File: src/rtl/beam_pkg.sv
// Frame geometry, FSM states, weight bundle and payload checksum shared by beam_weight_loader.
package beam_pkg;
   localparam int W_WIDTH      = 5;
   localparam int FRAME_BITS   = 24;
   localparam int PAYLOAD_BITS = 20;
   localparam int CSUM_BITS    = FRAME_BITS - PAYLOAD_BITS;

   typedef enum logic [1:0] {IDLE, SHIFT, CHECK} state_t;

   // Field order matches the on-wire payload order, first field in the MSBs.
   typedef struct packed {
      logic signed [W_WIDTH-1:0] cos_1;
      logic signed [W_WIDTH-1:0] sin_1;
      logic signed [W_WIDTH-1:0] cos_2;
      logic signed [W_WIDTH-1:0] sin_2;
   } weights_t;

   function automatic logic [CSUM_BITS-1:0] checksum(input logic [PAYLOAD_BITS-1:0] payload);
      logic [CSUM_BITS-1:0] sum;
      sum = '0;
      for (int i = 0; i < PAYLOAD_BITS / CSUM_BITS; i++)
         sum = sum + payload[i*CSUM_BITS +: CSUM_BITS];
      return sum;
   endfunction
endpackage

File: src/rtl/beam_weight_loader.sv
// Deserialises checksummed weight frames into a shadow register and commits them on apply.
// Result pulses one edge after the last bit; the serial side has no backpressure (ser_valid gaps stall).
module beam_weight_loader #(
   parameter int                        W_WIDTH    = 5,
   parameter bit                        AUTO_APPLY = 1'b0,
   parameter logic signed [W_WIDTH-1:0] COS_RST    = 5'sd15,
   parameter logic signed [W_WIDTH-1:0] SIN_RST    = 5'sd0
) (
   input  logic                      clock,
   input  logic                      reset,
   input  logic                      ser_valid,
   input  logic                      ser_start,
   input  logic                      ser_data,
   input  logic                      apply,
   output logic signed [W_WIDTH-1:0] w_cos_1,
   output logic signed [W_WIDTH-1:0] w_sin_1,
   output logic signed [W_WIDTH-1:0] w_cos_2,
   output logic signed [W_WIDTH-1:0] w_sin_2,
   output logic                      pending,
   output logic                      busy,
   output logic                      frame_ok,
   output logic                      frame_err
);
   import beam_pkg::*;

   localparam weights_t RST_W = '{cos_1: COS_RST, sin_1: SIN_RST, cos_2: COS_RST, sin_2: SIN_RST};
   localparam logic [4:0] LAST_BIT = 5'(FRAME_BITS - 1);

   state_t                 state_q, state_d;
   logic [FRAME_BITS-1:0]  frame_q;
   logic [4:0]             bit_cnt_q;
   weights_t               shadow_q, live_q, rx_w;
   logic                   take_start, take_bit, check_exit, sum_ok, commit;

   always_ff @(posedge clock or posedge reset) begin
      if (reset) state_q <= IDLE;
      else       state_q <= state_d;
   end

   always_comb begin
      state_d    = state_q;
      take_start = 1'b0;
      take_bit   = 1'b0;
      check_exit = 1'b0;
      case (state_q)
         IDLE: begin
            if (ser_valid && ser_start) begin
               take_start = 1'b1;
               state_d    = SHIFT;
            end
         end
         SHIFT: begin
            // A new start mid-frame silently restarts capture from bit 0.
            if (ser_valid && ser_start) begin
               take_start = 1'b1;
            end else if (ser_valid) begin
               take_bit = 1'b1;
               if (bit_cnt_q == LAST_BIT) state_d = CHECK;
            end
         end
         CHECK: begin
            check_exit = 1'b1;
            state_d    = IDLE;
         end
         default: state_d = IDLE;
      endcase
   end

   assign rx_w   = weights_t'(frame_q[FRAME_BITS-1 -: PAYLOAD_BITS]);
   assign sum_ok = (checksum(frame_q[FRAME_BITS-1 -: PAYLOAD_BITS]) == frame_q[CSUM_BITS-1:0]);
   assign commit = check_exit && sum_ok;

   always_ff @(posedge clock or posedge reset) begin
      if (reset) begin
         frame_q   <= '0;
         bit_cnt_q <= '0;
         shadow_q  <= RST_W;
         live_q    <= RST_W;
         pending   <= 1'b0;
         frame_ok  <= 1'b0;
         frame_err <= 1'b0;
      end else begin
         frame_ok  <= commit;
         frame_err <= check_exit && !sum_ok;
         if (take_start) begin
            frame_q   <= {{(FRAME_BITS-1){1'b0}}, ser_data};
            bit_cnt_q <= 5'd1;
         end else if (take_bit) begin
            frame_q   <= {frame_q[FRAME_BITS-2:0], ser_data};
            bit_cnt_q <= bit_cnt_q + 5'd1;
         end
         if (AUTO_APPLY) begin
            if (commit) begin
               live_q   <= rx_w;
               shadow_q <= rx_w;
            end
         end else begin
            // On a collision the live weights take the old shadow while the new frame becomes pending.
            if (apply && pending) live_q <= shadow_q;
            if (commit) begin
               shadow_q <= rx_w;
               pending  <= 1'b1;
            end else if (apply) begin
               pending  <= 1'b0;
            end
         end
      end
   end

   assign busy    = (state_q != IDLE);
   assign w_cos_1 = live_q.cos_1;
   assign w_sin_1 = live_q.sin_1;
   assign w_cos_2 = live_q.cos_2;
   assign w_sin_2 = live_q.sin_2;
endmodule

File: config.mk
export PLATFORM = sky130hd
export DESIGN_NAME = beam_weight_loader
export DESIGN_NICKNAME = d
export VERILOG_FILES = /design/src/rtl/beam_pkg.sv /design/src/rtl/beam_weight_loader.sv
export SDC_FILE = /design/constraint.sdc
export NUM_CORES = 1
export LEC_CHECK = 0
export ABC_AREA = 0
export CAP_MARGIN = 20
export CORE_UTILIZATION = 30
export CTS_CLUSTER_DIAMETER = 150
export CTS_CLUSTER_SIZE = 16
export DETAILED_ROUTE_END_ITERATION = 8
export GPL_TIMING_DRIVEN = 0
export MAX_ROUTING_LAYER = met4
export SLEW_MARGIN = 20
export SYNTH_ARGS = -nofsm -noshare
export SYNTH_HDL_FRONTEND = slang
export SYNTH_SLANG_ARGS = --single-unit
File: constraint.sdc
create_clock -name clock -period 5.8 [get_ports clock]
set_clock_uncertainty 0.15 [all_clocks]
set_input_delay 0.87 -clock clock [delete_from_list [all_inputs] [get_ports clock]]
set_output_delay 0.87 -clock clock [all_outputs]
set_load 0.05 [all_outputs]
==> flow_metrics.py <==
metrics = {
    "status": {
        "outcome": "finished, final reports clean",
    },
    "clocking": {
        "cts.repair.resized": 0,
        "clkTransAtPathRegs_ns": 0.08,
        "postCtsHoldBufs": 0,
        "cts_setup_buffers": 0,
        "clockBufferDepth": 2,
        "insertion_delay_ns": 0.35,
        "numCtsBuffers": 9,
        "root_buffer": "clkbuf_8",
        "cts_tree": "done",
        "htreeDepth": 3,
        "cts_sinks": 74,
    },
    "sta": {
        "fin_setup_tns_ns": 0,
        "layout_min_cycle_time_ns": 4.599,
        "finalHoldViolations": 0,
        "max_freq_ghz": 0.2174,
        "finalSetupViolations": 0,
        "rsz0062_at_grt": "false",
        "period_share_pct": 79.29,
        "worst_pin_slew_ns": 0.5580,
        "slew_viol_final": 0,
        "relSlewSlack_pct": 62.80,
    },
    "route": {
        "drt.antenna.violating_nets": 0,
        "first_iter_violations": 61,
        "wl_mm": 5.748,
        "drc": 0,
        "num_vias": 2025,
        "dr.pass1.iters": 4,
        "viasPerCell": 4.551,
        "routedWlPerCell_um": 12.92,
    },
    "logic_synthesis": {
        "synth_top_area_share_pct": 44.96,
        "synthesis.nets": 281,
        "synth-xor-area-share_pct": 3.953,
        "ys_types": 27,
        "synthSimpleGateAreaFrac_pct": 10.12,
        "synth_top_family_by_area": "multiplexers",
        "postSynthCellCount": 263,
        "synthMuxAreaShare_pct": 13.95,
        "syn_area_per_cell_um2": 12.27,
        "synthAdderAreaFrac_pct": 6.512,
        "synth-compound-area-share_pct": 4.922,
        "netlist_area_um2": 3228,
        "yosysSeqAreaShare_pct": 57.98,
        "yosysTopAreaCell": "dfrtp_1",
        "yosys_warnings": 0,
        "yosys-top-cells-area": "dfrtp_1 (45%), mux2_2 (14%), dfstp_2 (13%), nand2_1 (6.5%), fa_1 (5.0%)",
        "ys_ff_latch": 74,
    },
    "flow_run": {
        "max_cap_viol_count": 0,
    },
    "die": {
        "rows": 37,
        "ios": 30,
        "start_util_pct": 31.13,
        "coreArea_um2": 10370,
        "fp.dieW_um": 105.7,
        "dieArea_um2": 11180,
        "die_y_um": 105.7,
    },
    "setup_path": {
        "critical_path_class": "flop to flop",
        "endpoint_kind": "flop",
        "cp.required_ns": 5.88,
        "crit_fanout": 10,
        "r2r_cells": 14,
        "ff2ff_setup_slack_ns": 1.20,
        "start_kind": "flop",
        "crit_arrival_ns": 4.68,
    },
    "global_routing": {
        "grt_pass1_wl_mm": 9.915,
        "antenna_found_initial": 0,
        "grt_pass1_vias": 1986,
        "overflow": 0,
        "track_usage_pct": 11.80,
        "grt_max_degree": 39,
    },
    "hold_path": {
        "holdPathStages": 1,
        "min_path_type": "flop to flop",
    },
    "pwr": {
        "leakagePower_uw": 0.001755,
        "p_clk_share_pct": 42.9,
        "power.switching_uw": 228.6,
        "swShare_pct": 22.30,
        "power_density_nw_per_um2": 260.7,
        "power_uw": 1025,
        "seqPwrFrac_pct": 52.0,
        "intPower_uw": 796.4,
        "irDropWorstVdd_mv": 0.1220,
        "combPwrFrac_pct": 5.0,
    },
    "final_layout": {
        "final_layout_size_suffix_gt1_share_pct": 25.57,
        "syn_to_final_growth_pct": 21.78,
        "num_antenna_cells": 0,
        "final_util_pct": 37.91,
        "stdcell_count": 445,
        "final_nets": 322,
    },
    "placement": {
        "place_inst": 429,
        "numPortBuffers": 29,
        "dp_hpwl_mm": 4.187,
        "gp_congestion": 0.7520,
    },
}
==> area by class of cell <==
cell class,instances,area [um^2]
fill,989,6439
sequential,74,1872
multi-input combinational,171,1274
timing repair buffer,30,310.3
tap,136,170.2
clock buffer,11,141.4
clock inverter,5,78.83
buffer,10,52.55
inverter,8,32.53
==> stage by stage <==
stage | setup slack, ns | hold WS [ns] | instance area (um^2)
after floorplan | 1.547 | 0.3235 | 3228
after global routing | 0.9622 | 0.3725 | 3931
after detailed placement | 1.197 | 0.3429 | 3711
after global placement | 1.210 | 0.3360 | 3689
after CTS | 1.161 | 0.3598 | 3931
final | 1.201 | 0.3563 | 3931
==> state kept, by name, summed over array words and instances (netlist names), 2 cells and up <==
name / count
w_sin_2: 5
w_sin_1: 5
shadow_q: 20
state_q: 2
w_cos_1: 5
w_cos_2: 5
frame_q: 24
bit_cnt_q: 5
==> kinds of logic (layout without fill, tap and decap cells) <==
group	after synthesis	in the layout
mux	40	40
fa+ha+maj	12	12
simple gates	76	76
flops	74	74
buf+inv	18	64
xor+xnor	13	13
compound gates	30	30
==> layer usage <==
layer	part of all wire (%)	GRT usage [%]	up-vias
li1	-	-	957
met3	3.9	2.721	11
met5	0	-	-
met1	47	14.93	1010
met4	2.3	5.655	0
met2	47	17.88	47
==> critical path: stages (launching register included) <==
cell and delay [ns]:
dfrtp_1 0.44, fa_1 0.52, fa_1 0.51, inv_1 0.05, fa_1 0.44, inv_1 0.07
ha_1 0.14, inv_1 0.04, fa_1 0.38, xnor2_1 0.20, xnor3_1 0.36, xnor2_1 0.17
nor3_2 0.45, buf_6 0.23, mux2_2 0.34
==> path summary, 6_finish.rpt <==
kind                                         from                      end
min in group asynchronous                   reset       frame_ok$_DFF_PP0_
hold reg to reg            w_sin_1[4]$_DFFE_PP0P_   w_sin_1[4]$_DFFE_PP0P_
max in group asynchronous                   reset   w_cos_2[0]$_DFFE_PP1P_
setup / recovery           frame_q[5]$_DFFE_PP0P_  shadow_q[2]$_DFFE_PP0P_
hold / removal             w_sin_1[4]$_DFFE_PP0P_   w_sin_1[4]$_DFFE_PP0P_
setup reg to reg           frame_q[5]$_DFFE_PP0P_  shadow_q[2]$_DFFE_PP0P_
==> layout by cell type, fill, tap and decap left out <==
| cell | instances |
|---|---|
| a21o_1 | 1 |
| a21o_2 | 1 |
| a21oi_1 | 9 |
| and2_1 | 2 |
| buf_12 | 1 |
| buf_6 | 2 |
| bufinv_16 | 2 |
| clkbuf_1 | 9 |
| clkbuf_8 | 10 |
| clkdlybuf4s50_1 | 29 |
| clkinv_2 | 2 |
| clkinv_4 | 1 |
| dfrtp_1 | 58 |
| dfstp_2 | 16 |
| fa_1 | 8 |
| ha_1 | 4 |
| inv_1 | 7 |
| inv_4 | 1 |
| mux2_2 | 40 |
| nand2_1 | 56 |
| nand2b_1 | 2 |
| nand3_1 | 3 |
| nand4_1 | 2 |
| nor2_1 | 5 |
| nor2b_1 | 1 |
| nor3_1 | 2 |
| nor3_2 | 1 |
| nor3b_2 | 1 |
| o21ai_0 | 18 |
| o31ai_1 | 1 |
| or2_2 | 1 |
| xnor2_1 | 8 |
| xnor3_1 | 1 |
| xor2_1 | 4 |
==> Yosys cell counts <==
cell type and count:
nor3_2 1, xor2_1 4, xnor3_1 1, or2_2 1, a21o_2 1, xnor2_1 8
nand3_1 3, dfrtp_1 58, nand2b_1 2, o21ai_0 18, a21oi_1 9, ha_1 4
nor3_1 2, nand4_1 2, mux2_2 40, buf_6 2, and2_1 2, dfstp_2 16
nor3b_2 1, nor2b_1 1, clkbuf_1 8, o31ai_1 1, fa_1 8, a21o_1 1
nor2_1 5, nand2_1 56, inv_1 8
==> power groups by stage <==
stage | logic [uW] | clock network (uW) | registers [uW]
6_report | 51.6 | 440 | 533
5_1_grt | 59.7 | 469 | 535
4_1_cts | 53.2 | 452 | 533
3_5_place_dp | 52.8 | 0 | 543
3_3_place_gp | 49.9 | 0 | 543
2_1_floorplan | 36.1 | 0 | 541
Note: power is estimated with default switching activity, not from simulation.
